==> src/rtl/reflet_boot_pkg.sv <==
// reflet_boot_pkg
// Shared types and helpers for the reflet boot loader.
//   boot_state_t   : loader state encoding (LEN, LOAD, CHECK, RUN, ERROR)
//   bytes_per_word : number of bytes in a CPU word of the given width
package reflet_boot_pkg;

  typedef enum logic [2:0] {
    LEN   = 3'd0,
    LOAD  = 3'd1,
    CHECK = 3'd2,
    RUN   = 3'd3,
    ERROR = 3'd4
  } boot_state_t;

  function automatic int bytes_per_word(input int wordsize);
    return wordsize / 8;
  endfunction

endpackage

==> src/rtl/reflet_byte_assembler.sv <==
// reflet_byte_assembler
// Collects a little-endian stream of bytes into WIDTH-bit words.
// Ports:
//   clk, reset  : clock, synchronous active-high reset
//   clear       : synchronous restart of word assembly (drops partial word)
//   byte_data   : incoming byte
//   byte_valid  : byte_data is consumed this cycle
//   word_valid  : combinational pulse, high in the cycle the last byte of a
//                 word is consumed
//   word        : assembled word, valid together with word_valid
// The final byte is bypassed straight into word, so a consumer can register
// the complete word on the same edge that consumes its last byte.
module reflet_byte_assembler
  import reflet_boot_pkg::*;
#(
  parameter int WIDTH = 16
) (
  input  logic             clk,
  input  logic             reset,
  input  logic             clear,
  input  logic [7:0]       byte_data,
  input  logic             byte_valid,
  output logic             word_valid,
  output logic [WIDTH-1:0] word
);

  localparam int BPW = bytes_per_word(WIDTH);
  localparam int CW  = (BPW > 1) ? $clog2(BPW) : 1;

  logic [CW-1:0] cnt_reg;
  logic          last_byte;

  assign last_byte  = (cnt_reg == CW'(BPW - 1));
  assign word_valid = byte_valid && last_byte;

  always_ff @(posedge clk) begin
    if (reset || clear) begin
      cnt_reg <= '0;
    end else if (byte_valid) begin
      cnt_reg <= last_byte ? '0 : cnt_reg + 1'b1;
    end
  end

  generate
    if (BPW == 1) begin : g_single
      assign word = byte_data;
    end else begin : g_multi
      // Holds bytes 0..BPW-2 of the word being assembled.
      logic [WIDTH-9:0] asm_reg;

      always_ff @(posedge clk) begin
        if (reset || clear) begin
          asm_reg <= '0;
        end else if (byte_valid) begin
          for (int i = 0; i < BPW - 1; i++) begin
            if (cnt_reg == CW'(i)) begin
              asm_reg[i*8 +: 8] <= byte_data;
            end
          end
        end
      end

      assign word = {byte_data, asm_reg};
    end
  endgenerate

endmodule

==> src/rtl/reflet_boot_loader.sv <==
// reflet_boot_loader
// Streams a length-prefixed program image from a byte source into RAM
// starting at address 0, then releases the CPU and hands it the memory bus.
// When the CPU raises quit the loader reclaims the bus and waits for the
// next image.
// Optional build macro: REFLET_BOOT_CHECKSUM_EN adds a trailing XOR checksum
// byte (CHECK state) and a sticky ERROR state on mismatch.
// Ports:
//   clk, reset         : clock, synchronous active-high reset
//   rx_data/rx_valid   : incoming byte stream
//   rx_ready           : loader will take a byte this cycle
//   cpu_run            : high lets the CPU execute
//   cpu_quit           : CPU requests return to the loader
//   cpu_addr/cpu_data_out/cpu_write_en : CPU memory port
//   mem_addr/mem_data/mem_write_en     : RAM port
//   loading            : high while receiving length or payload
//   error              : checksum mismatch (0 unless checksum is built in)
module reflet_boot_loader
  import reflet_boot_pkg::*;
#(
  parameter int wordsize = 16
) (
  input  logic                clk,
  input  logic                reset,
  input  logic [7:0]          rx_data,
  input  logic                rx_valid,
  output logic                rx_ready,
  output logic                cpu_run,
  input  logic                cpu_quit,
  input  logic [wordsize-1:0] cpu_addr,
  input  logic [wordsize-1:0] cpu_data_out,
  input  logic                cpu_write_en,
  output logic [wordsize-1:0] mem_addr,
  output logic [wordsize-1:0] mem_data,
  output logic                mem_write_en,
  output logic                loading,
  output logic                error
);

`ifdef REFLET_BOOT_CHECKSUM_EN
  localparam boot_state_t PAYLOAD_DONE = CHECK;
`else
  localparam boot_state_t PAYLOAD_DONE = RUN;
`endif

  boot_state_t         state_reg, state_next;
  logic [wordsize-1:0] len_reg, len_next;
  logic [wordsize-1:0] idx_reg, idx_next;
  logic [wordsize-1:0] maddr_reg, maddr_next;
  logic [wordsize-1:0] mdata_reg, mdata_next;
  logic                mwe_reg, mwe_next;
  logic                run_reg, run_next;
`ifdef REFLET_BOOT_CHECKSUM_EN
  logic [7:0]          csum_reg, csum_next;
`endif

  logic                accept;
  logic                asm_valid;
  logic                quit_event;
  logic                word_valid;
  logic [wordsize-1:0] word;

  assign loading = (state_reg == LEN) || (state_reg == LOAD);
`ifdef REFLET_BOOT_CHECKSUM_EN
  assign rx_ready = loading || (state_reg == CHECK);
  assign error    = (state_reg == ERROR);
`else
  assign rx_ready = loading;
  assign error    = 1'b0;
`endif

  assign accept    = rx_valid && rx_ready;
  assign asm_valid = accept && loading;
  // Quit is only honoured once the CPU is actually running.
  assign quit_event = (state_reg == RUN) && run_reg && cpu_quit;

  reflet_byte_assembler #(
    .WIDTH(wordsize)
  ) u_asm (
    .clk       (clk),
    .reset     (reset),
    .clear     (quit_event),
    .byte_data (rx_data),
    .byte_valid(asm_valid),
    .word_valid(word_valid),
    .word      (word)
  );

  always_ff @(posedge clk) begin
    if (reset) begin
      state_reg <= LEN;
      len_reg   <= '0;
      idx_reg   <= '0;
      maddr_reg <= '0;
      mdata_reg <= '0;
      mwe_reg   <= 1'b0;
      run_reg   <= 1'b0;
`ifdef REFLET_BOOT_CHECKSUM_EN
      csum_reg  <= '0;
`endif
    end else begin
      state_reg <= state_next;
      len_reg   <= len_next;
      idx_reg   <= idx_next;
      maddr_reg <= maddr_next;
      mdata_reg <= mdata_next;
      mwe_reg   <= mwe_next;
      run_reg   <= run_next;
`ifdef REFLET_BOOT_CHECKSUM_EN
      csum_reg  <= csum_next;
`endif
    end
  end

  always_comb begin
    state_next = state_reg;
    len_next   = len_reg;
    idx_next   = idx_reg;
    maddr_next = maddr_reg;
    mdata_next = mdata_reg;
    mwe_next   = 1'b0;
    run_next   = run_reg;
`ifdef REFLET_BOOT_CHECKSUM_EN
    csum_next  = csum_reg;
`endif
    case (state_reg)
      LEN: begin
        if (word_valid) begin
          len_next = word;
          idx_next = '0;
`ifdef REFLET_BOOT_CHECKSUM_EN
          csum_next = '0;
`endif
          state_next = (word == '0) ? PAYLOAD_DONE : LOAD;
        end
      end
      LOAD: begin
`ifdef REFLET_BOOT_CHECKSUM_EN
        if (accept) csum_next = csum_reg ^ rx_data;
`endif
        if (word_valid) begin
          // The write register is loaded on the edge that takes the last
          // byte, so the strobe appears in the following cycle.
          mwe_next   = 1'b1;
          maddr_next = idx_reg;
          mdata_next = word;
          idx_next   = idx_reg + 1'b1;
          if (idx_reg == len_reg - 1'b1) state_next = PAYLOAD_DONE;
        end
      end
`ifdef REFLET_BOOT_CHECKSUM_EN
      CHECK: begin
        if (accept) state_next = (rx_data == csum_reg) ? RUN : ERROR;
      end
      ERROR: begin
        state_next = ERROR;
      end
`endif
      RUN: begin
        // The entry cycle carries the final loader write; the CPU is
        // released from the cycle after.
        run_next = 1'b1;
        if (quit_event) begin
          run_next   = 1'b0;
          state_next = LEN;
          len_next   = '0;
          idx_next   = '0;
          maddr_next = '0;
          mdata_next = '0;
        end
      end
      default: begin
        state_next = LEN;
      end
    endcase
  end

  // Bus belongs to the CPU exactly while it is running.
  always_comb begin
    if (run_reg) begin
      mem_addr     = cpu_addr;
      mem_data     = cpu_data_out;
      mem_write_en = cpu_write_en;
    end else begin
      mem_addr     = maddr_reg;
      mem_data     = mdata_reg;
      mem_write_en = mwe_reg;
    end
  end

  assign cpu_run = run_reg;

endmodule

==> config.mk <==
export PLATFORM = sky130hd
export DESIGN_NAME = reflet_boot_loader
export DESIGN_NICKNAME = d
export VERILOG_FILES = /design/src/rtl/reflet_boot_pkg.sv /design/src/rtl/reflet_byte_assembler.sv /design/src/rtl/reflet_boot_loader.sv
export SDC_FILE = /design/constraint.sdc
export NUM_CORES = 1
export LEC_CHECK = 0
export BUFFER_PORTS_ARGS = -buffer_cell sky130_fd_sc_hd__clkbuf_2
export CAP_MARGIN = 20
export CORE_UTILIZATION = 55
export CTS_CLUSTER_SIZE = 8
export DETAILED_ROUTE_END_ITERATION = 16
export GPL_TIMING_DRIVEN = 0
export MAX_ROUTING_LAYER = met4
export PLACE_DENSITY = 0.79
export RECOVER_POWER = 100
export SLEW_MARGIN = 20
export SYNTH_ARGS = -nofsm -noshare
export SYNTH_HDL_FRONTEND = slang
export SYNTH_HIERARCHICAL = 1
export SYNTH_SLANG_ARGS = --single-unit
==> constraint.sdc <==
create_clock -name clk -period 3.1 [get_ports clk]
set_input_delay 0.465 -clock clk [delete_from_list [all_inputs] [get_ports clk]]
set_output_delay 0.465 -clock clk [all_outputs]
set_load 0.005 [all_outputs]
# Yosys cells after proc, flatten, opt, wreduce, memory -nomap -nowiden
# Cells that the tools add are included.
# word_totals
regBits	78
latchBits	0
ram_bits	0
rom_bits	0
inputBits	45
output_inout_bits	37
wordCells	60
memories	0
# op_classes
add_sub_neg	3
n_mul	0
div_mod_pow	0
n_lt_le_gt_ge	0
n_eq_ne	7
shifts	0
mux	21
bitwise	2
reduce_logical	18
# ops
cell	count
$mux W16	7
$pmux W16 S2	3
$pmux W16 S3	1
$add A16 B1 Y16 const B	1
$eq A16 B16 Y1	1
$logic_not A16 Y1	1
$sub A16 B1 Y16 const B	1
$mux W3	4
$pmux W3 S3	1
$ne A2 B1 Y1 const B	4
$reduce_and A4 Y1	2
$reduce_and A3 Y1	2
$logic_and A1 B1 Y1	5
$mux W1	4
$reduce_bool A2 Y1	2
$eq A3 B1 Y1 const B	1
$eq A3 B2 Y1 const B	1
$logic_not A3 Y1	1
$reduce_bool A3 Y1	1
$logic_or A1 B1 Y1	2
$mux W2	1
$not A1 Y1	2
$reduce_and A2 Y1	1
$reduce_or A2 Y1	1
$add A1 B1 Y1 const B	1

# Logic depth before layout (Yosys ltp)
# logic_depth
word_depth	7
depth_mapped	10
mapped_depth_nobuf	8

# Modules after synthesis
# The synthesis kept the hierarchy.
# by_module_without_submodules
module	n_inst	cells_per_inst	area_per_inst_um2	seq_area_each_um2
reflet_boot_loader	1	449	3676.0	1361.3
reflet_byte_assembler	1	50	396.6	180.2

# Worst setup path after synthesis
# Ideal clock, no wire load.
# synth_path
kind	input port to flip-flop
from	in rx_valid
to	reg len_reg[15]
setup_time_ps	128
arrival_time_ps	2041
required_time_ps	2972
setup_slack_ps	932
stages	10
path_buffers	2
cell_sequence	nor2b_1 and2_1 nor2b_1 or2_1 buf_2 and2_4 clkbuf_1 nor2b_1 a31oi_1 nor2_1
# synth_via
elab_chain_len	5
# synth_lines
element	line_no	text
start: declaration	reflet_boot_loader.sv:26	input logic rx_valid,
$logic_and A1 B1 Y1	reflet_boot_loader.sv:72	assign accept = rx_valid && rx_ready;
$logic_and A1 B1 Y1	reflet_boot_loader.sv:73	assign asm_valid = accept && loading;
$logic_and A1 B1 Y1	reflet_byte_assembler.sv:34	assign word_valid = byte_valid && last_byte;
net word_valid	reflet_boot_loader.sv:60	logic word_valid;
$ne A2 B1 Y1 (no line)	-	
$reduce_and A3 Y1 (no line)	-	
end signal: assignment	reflet_boot_loader.sv:103	len_reg <= len_next;
end: declaration	reflet_boot_loader.sv:47	logic [wordsize-1:0] len_reg, len_next;
# The timed path passes the listed nets, and every way through them passes these cells.
# A chain may end at the register's enable or synchronous reset.

# Worst setup path in the final report
# layout_path
from	reg len_reg[0]
to	reg state_reg[1]
# layout_via
elab_chain_len	4
# layout_lines
element	line_no	text
$sub A16 B1 Y16	reflet_boot_loader.sv:148	if (idx_reg == len_reg - 1'b1) state_next = PAYLOAD_DONE;
$eq A16 B16 Y1	reflet_boot_loader.sv:148	
$ne A2 B1 Y1 (no line)	-	
$reduce_and A4 Y1 (no line)	-	
end signal: assignment	reflet_boot_loader.sv:102	state_reg <= state_next;
end: declaration	reflet_boot_loader.sv:46	boot_state_t state_reg, state_next;
# No other way between the ends.

==> results.json <==
{
  "status": "finished clean",
  "cp.depth": 9,
  "netSwitchingFraction_pct": 24.89,
  "ff2ff_setup_slack_ns": 0.49,
  "async_reset_ff_share_pct": 0,
  "setup.worst_path.start": "len_reg[0]$_SDFFE_PP0P_",
  "crit_type": "reg -> reg",
  "syn_to_final_growth_pct": 16.99,
  "start_kind": "register",
  "fin_hold_ws_ns": 0.3570,
  "globalRouteTotalUtil_pct": 27.19,
  "end_kind": "register",
  "cp_data_required_time_ns": 3.34,
  "synth.avg_cell_area_um2": 8.162,
  "ys.flop_type": "dfxtp_1",
  "syn-num-nets": 546,
  "internal_power_w": 0.001604,
  "drc": 0,
  "antenna_left": 0,
  "pre_cts_ws_ns": 0.4568,
  "vias": 3806,
  "port_buffers": 80,
  "cts_hold_buf": 0,
  "row_count": 31,
  "wl_per_cell_um": 14.29,
  "powerDensity_nw_per_um2": 448.1,
  "cts_max_level": 3,
  "final_nets": 637,
  "max_cap_viol_count": 0,
  "cp_max_fo": 8,
  "ys_ff_latch": 77,
  "hpwl_um": 7580,
  "drv_slew": 0,
  "place.gp.congestion": 0.8969,
  "min_path_type": "in -> reg",
  "synth_edf_count": 0,
  "core_um2": 7214,
  "period_needed_ns": 2.614,
  "die_width_um": 88.05,
  "grt_overflow": 0,
  "switching_power_w": 0.0005314,
  "cp_slowest_stage_delay_ns": 0.53,
  "r2r-start": "len_reg[0]$_SDFFE_PP0P_",
  "antenna_found_initial": 0,
  "ir_drop_uv": 237.9,
  "grt_max_degree": 13,
  "critical_path_buf_inv_count": 2,
  "comb_power_share_pct": 13.1,
  "drt-total-wl_um": 9902,
  "ff_latch_area_um2": 1541,
  "crit_end": "state_reg[1]$_SDFFE_PP0P_",
  "grt_pass1_vias": 3419,
  "whs_path_depth": 3,
  "die_area_um2": 7753,
  "synth.cell_area_um2": 4073,
  "cts-root-buf": "clkbuf_8",
  "synth_cells": 499,
  "cts_made_buffers": 9,
  "grt_pass1_wl_um": 15700,
  "setup_viol": 0,
  "seq_power_share_pct": 48.6,
  "antennaDiodeCount": 0,
  "r2r-end": "state_reg[1]$_SDFFE_PP0P_",
  "power.leakage_nw": 1.902,
  "fp.dieH_um": 88.05,
  "worst-r2r-cell-count": 9,
  "fill_cells": 661,
  "setup_tns_ns": 0,
  "cts-resized-gates": 0,
  "path_cells": "inv_1, ha_1, buf_2, nor3b_1, and2_0, a211oi_1, o31ai_1, o31ai_1, o31ai_1",
  "clk_pin_slew_ns": 0.08,
  "first_pass_iters": 5,
  "arrival_ns": 2.86,
  "start_util_pct": 56.45,
  "multiInputGateArea_um2": 2247,
  "synth.distinct_cells": 47,
  "max_freq_mhz": 382.6,
  "skew_ns": 0.01265,
  "worst_pin_slew_ns": 0.7157,
  "crit_family": "compound AO/OA/AOI/OAI gates",
  "setup_ws_ns": 0.4862,
  "drive_above_1_share_pct": 21.38,
  "post_cts_buffers": 0,
  "clock_latency_ns": 0.35,
  "yosysWarnings": 6,
  "hold_viol_final": 0,
  "yosysSeqAreaShare_pct": 37.85,
  "rsz0062_at_grt": "false",
  "slew_headroom_pct": 51.78,
  "clockPowerShare_pct": 38.3,
  "cts_tree": "yes",
  "cts_sinks": 77,
  "drt_iter0_drc": 186,
  "slowest_stage": "nor3b_1",
  "min_period_over_period_pct": 84.32,
  "cp_common_cell": "o31ai_1",
  "cts_buffer_depth": 2,
  "ios": 82,
  "vias_per_cell": 5.492
}
## cell families after synthesis
family	synth area share, %
AND/OR/NAND/NOR	25.28
AO/OA/AOI/OAI	11.80
flip-flops	37.85
buffers and inverters	6.974
multiplexers	9.862
XOR/XNOR	7.527
adder cells (fa/ha/maj)	0.6143
other	0.09208
## how the worst min path moves through the flow
stage                              startpoint  slack (ns)                               endpoint
floorplan           maddr_reg[7]$_SDFFE_PP0P_        0.43              maddr_reg[7]$_SDFFE_PP0P_
detailed placement  maddr_reg[3]$_SDFFE_PP0P_        0.44              maddr_reg[3]$_SDFFE_PP0P_
finish                             rx_data[7]        0.36  u_asm/g_multi.asm_reg[7]$_SDFFE_PP0P_
global route                       rx_data[7]        0.35  u_asm/g_multi.asm_reg[7]$_SDFFE_PP0P_
CTS                                rx_data[7]        0.35  u_asm/g_multi.asm_reg[7]$_SDFFE_PP0P_
global placement    maddr_reg[8]$_SDFFE_PP0P_        0.44              maddr_reg[8]$_SDFFE_PP0P_
## cells in the final DEF, fill, tap and decap left out, types with 3 or more instances in the layout
cell type / n
xor2_1: 17
or2_1: 3
a21oi_1: 46
clkbuf_8: 11
mux2_2: 33
o21a_1: 3
buf_2: 5
buf_4: 11
nor2b_1: 17
dfxtp_1: 77
clkbuf_2: 54
nor2_1: 48
nand3_1: 42
a31oi_1: 18
nor4_1: 5
clkbuf_1: 52
nand4_1: 6
and3_1: 3
o21ai_0: 5
xnor2_1: 18
nand2_1: 63
o31ai_1: 5
nor3_1: 6
mux2i_1: 3
inv_1: 4
clkinv_2: 3
## layer usage
metal	routed length, µm	vias to the layer above	part of all wire, %	global-route usage, %
met5	0	-	0	-
met4	386	0	3.9	14.81
met3	574	35	5.8	4.430
met2	4636	138	47	43.55
met1	4304	1736	43	32.65
li1	-	1897	-	-
## power by group through the flow
stage	clock (W)	sequential [W]	combinational, W
finish	0.000818	0.00104	0.000279
global route	0.000870	0.00104	0.000307
CTS	0.000824	0.00104	0.000282
detailed placement	0	0.00106	0.000281
global placement	0	0.00106	0.000272
floorplan	0	0.00105	0.000196
## layout make-up
cell class                      count  share of cell area, %
Inverter                            4                 0.3151
Clock buffer                       10                  2.889
Buffer                             48                  5.383
Clock inverter                      5                  1.576
Multi-Input combinational cell    370                  47.16
Sequential cell                    77                  32.35
Tap cell                           99                  2.600
Timing Repair Buffer               80                  7.721
## cells in the mapped netlist (4+ instances only)
master | instances | area, µm²
dfxtp_1 | 77 | 1541
nand2_1 | 63 | 236.5
nor2_1 | 48 | 180.2
a21oi_1 | 46 | 230.2
nand3_1 | 42 | 210.2
mux2_2 | 33 | 371.6
a31oi_1 | 18 | 112.6
xnor2_1 | 18 | 157.7
clkbuf_1 | 17 | 63.81
nor2b_1 | 17 | 106.4
xor2_1 | 17 | 148.9
buf_4 | 12 | 90.09
buf_2 | 9 | 45.04
buf_1 | 6 | 22.52
nand4_1 | 6 | 37.54
nor3_1 | 6 | 30.03
nor4_1 | 5 | 31.28
o31ai_1 | 5 | 37.54
and2_1 | 4 | 25.02
inv_1 | 4 | 15.01
o21ai_0 | 4 | 20.02
## worst reg2reg max path: stages, from the launching register on
cell      delay, ns
dfxtp_1        0.36
inv_1          0.10
ha_1           0.14
buf_2          0.19
nor3b_1        0.53
and2_0         0.27
a211oi_1       0.10
o31ai_1        0.37
o31ai_1        0.16
o31ai_1        0.29
## per-stage QoR
| step | instance area, µm² | utilization (%) | cells | power [W] |
|---|---|---|---|---|
| floorplan | 4073 | - | 499 | 0.001247 |
| global placement | 4597 | 63.72 | 678 | 0.001331 |
| detailed placement | 4597 | 63.72 | 678 | 0.001341 |
| CTS | 4810 | 66.67 | 693 | 0.002143 |
| global route | 4765 | 66.04 | 693 | 0.002219 |
| finish | 4765 | 66.04 | 693 | 0.002135 |
(Power assumes the default switching activity.)
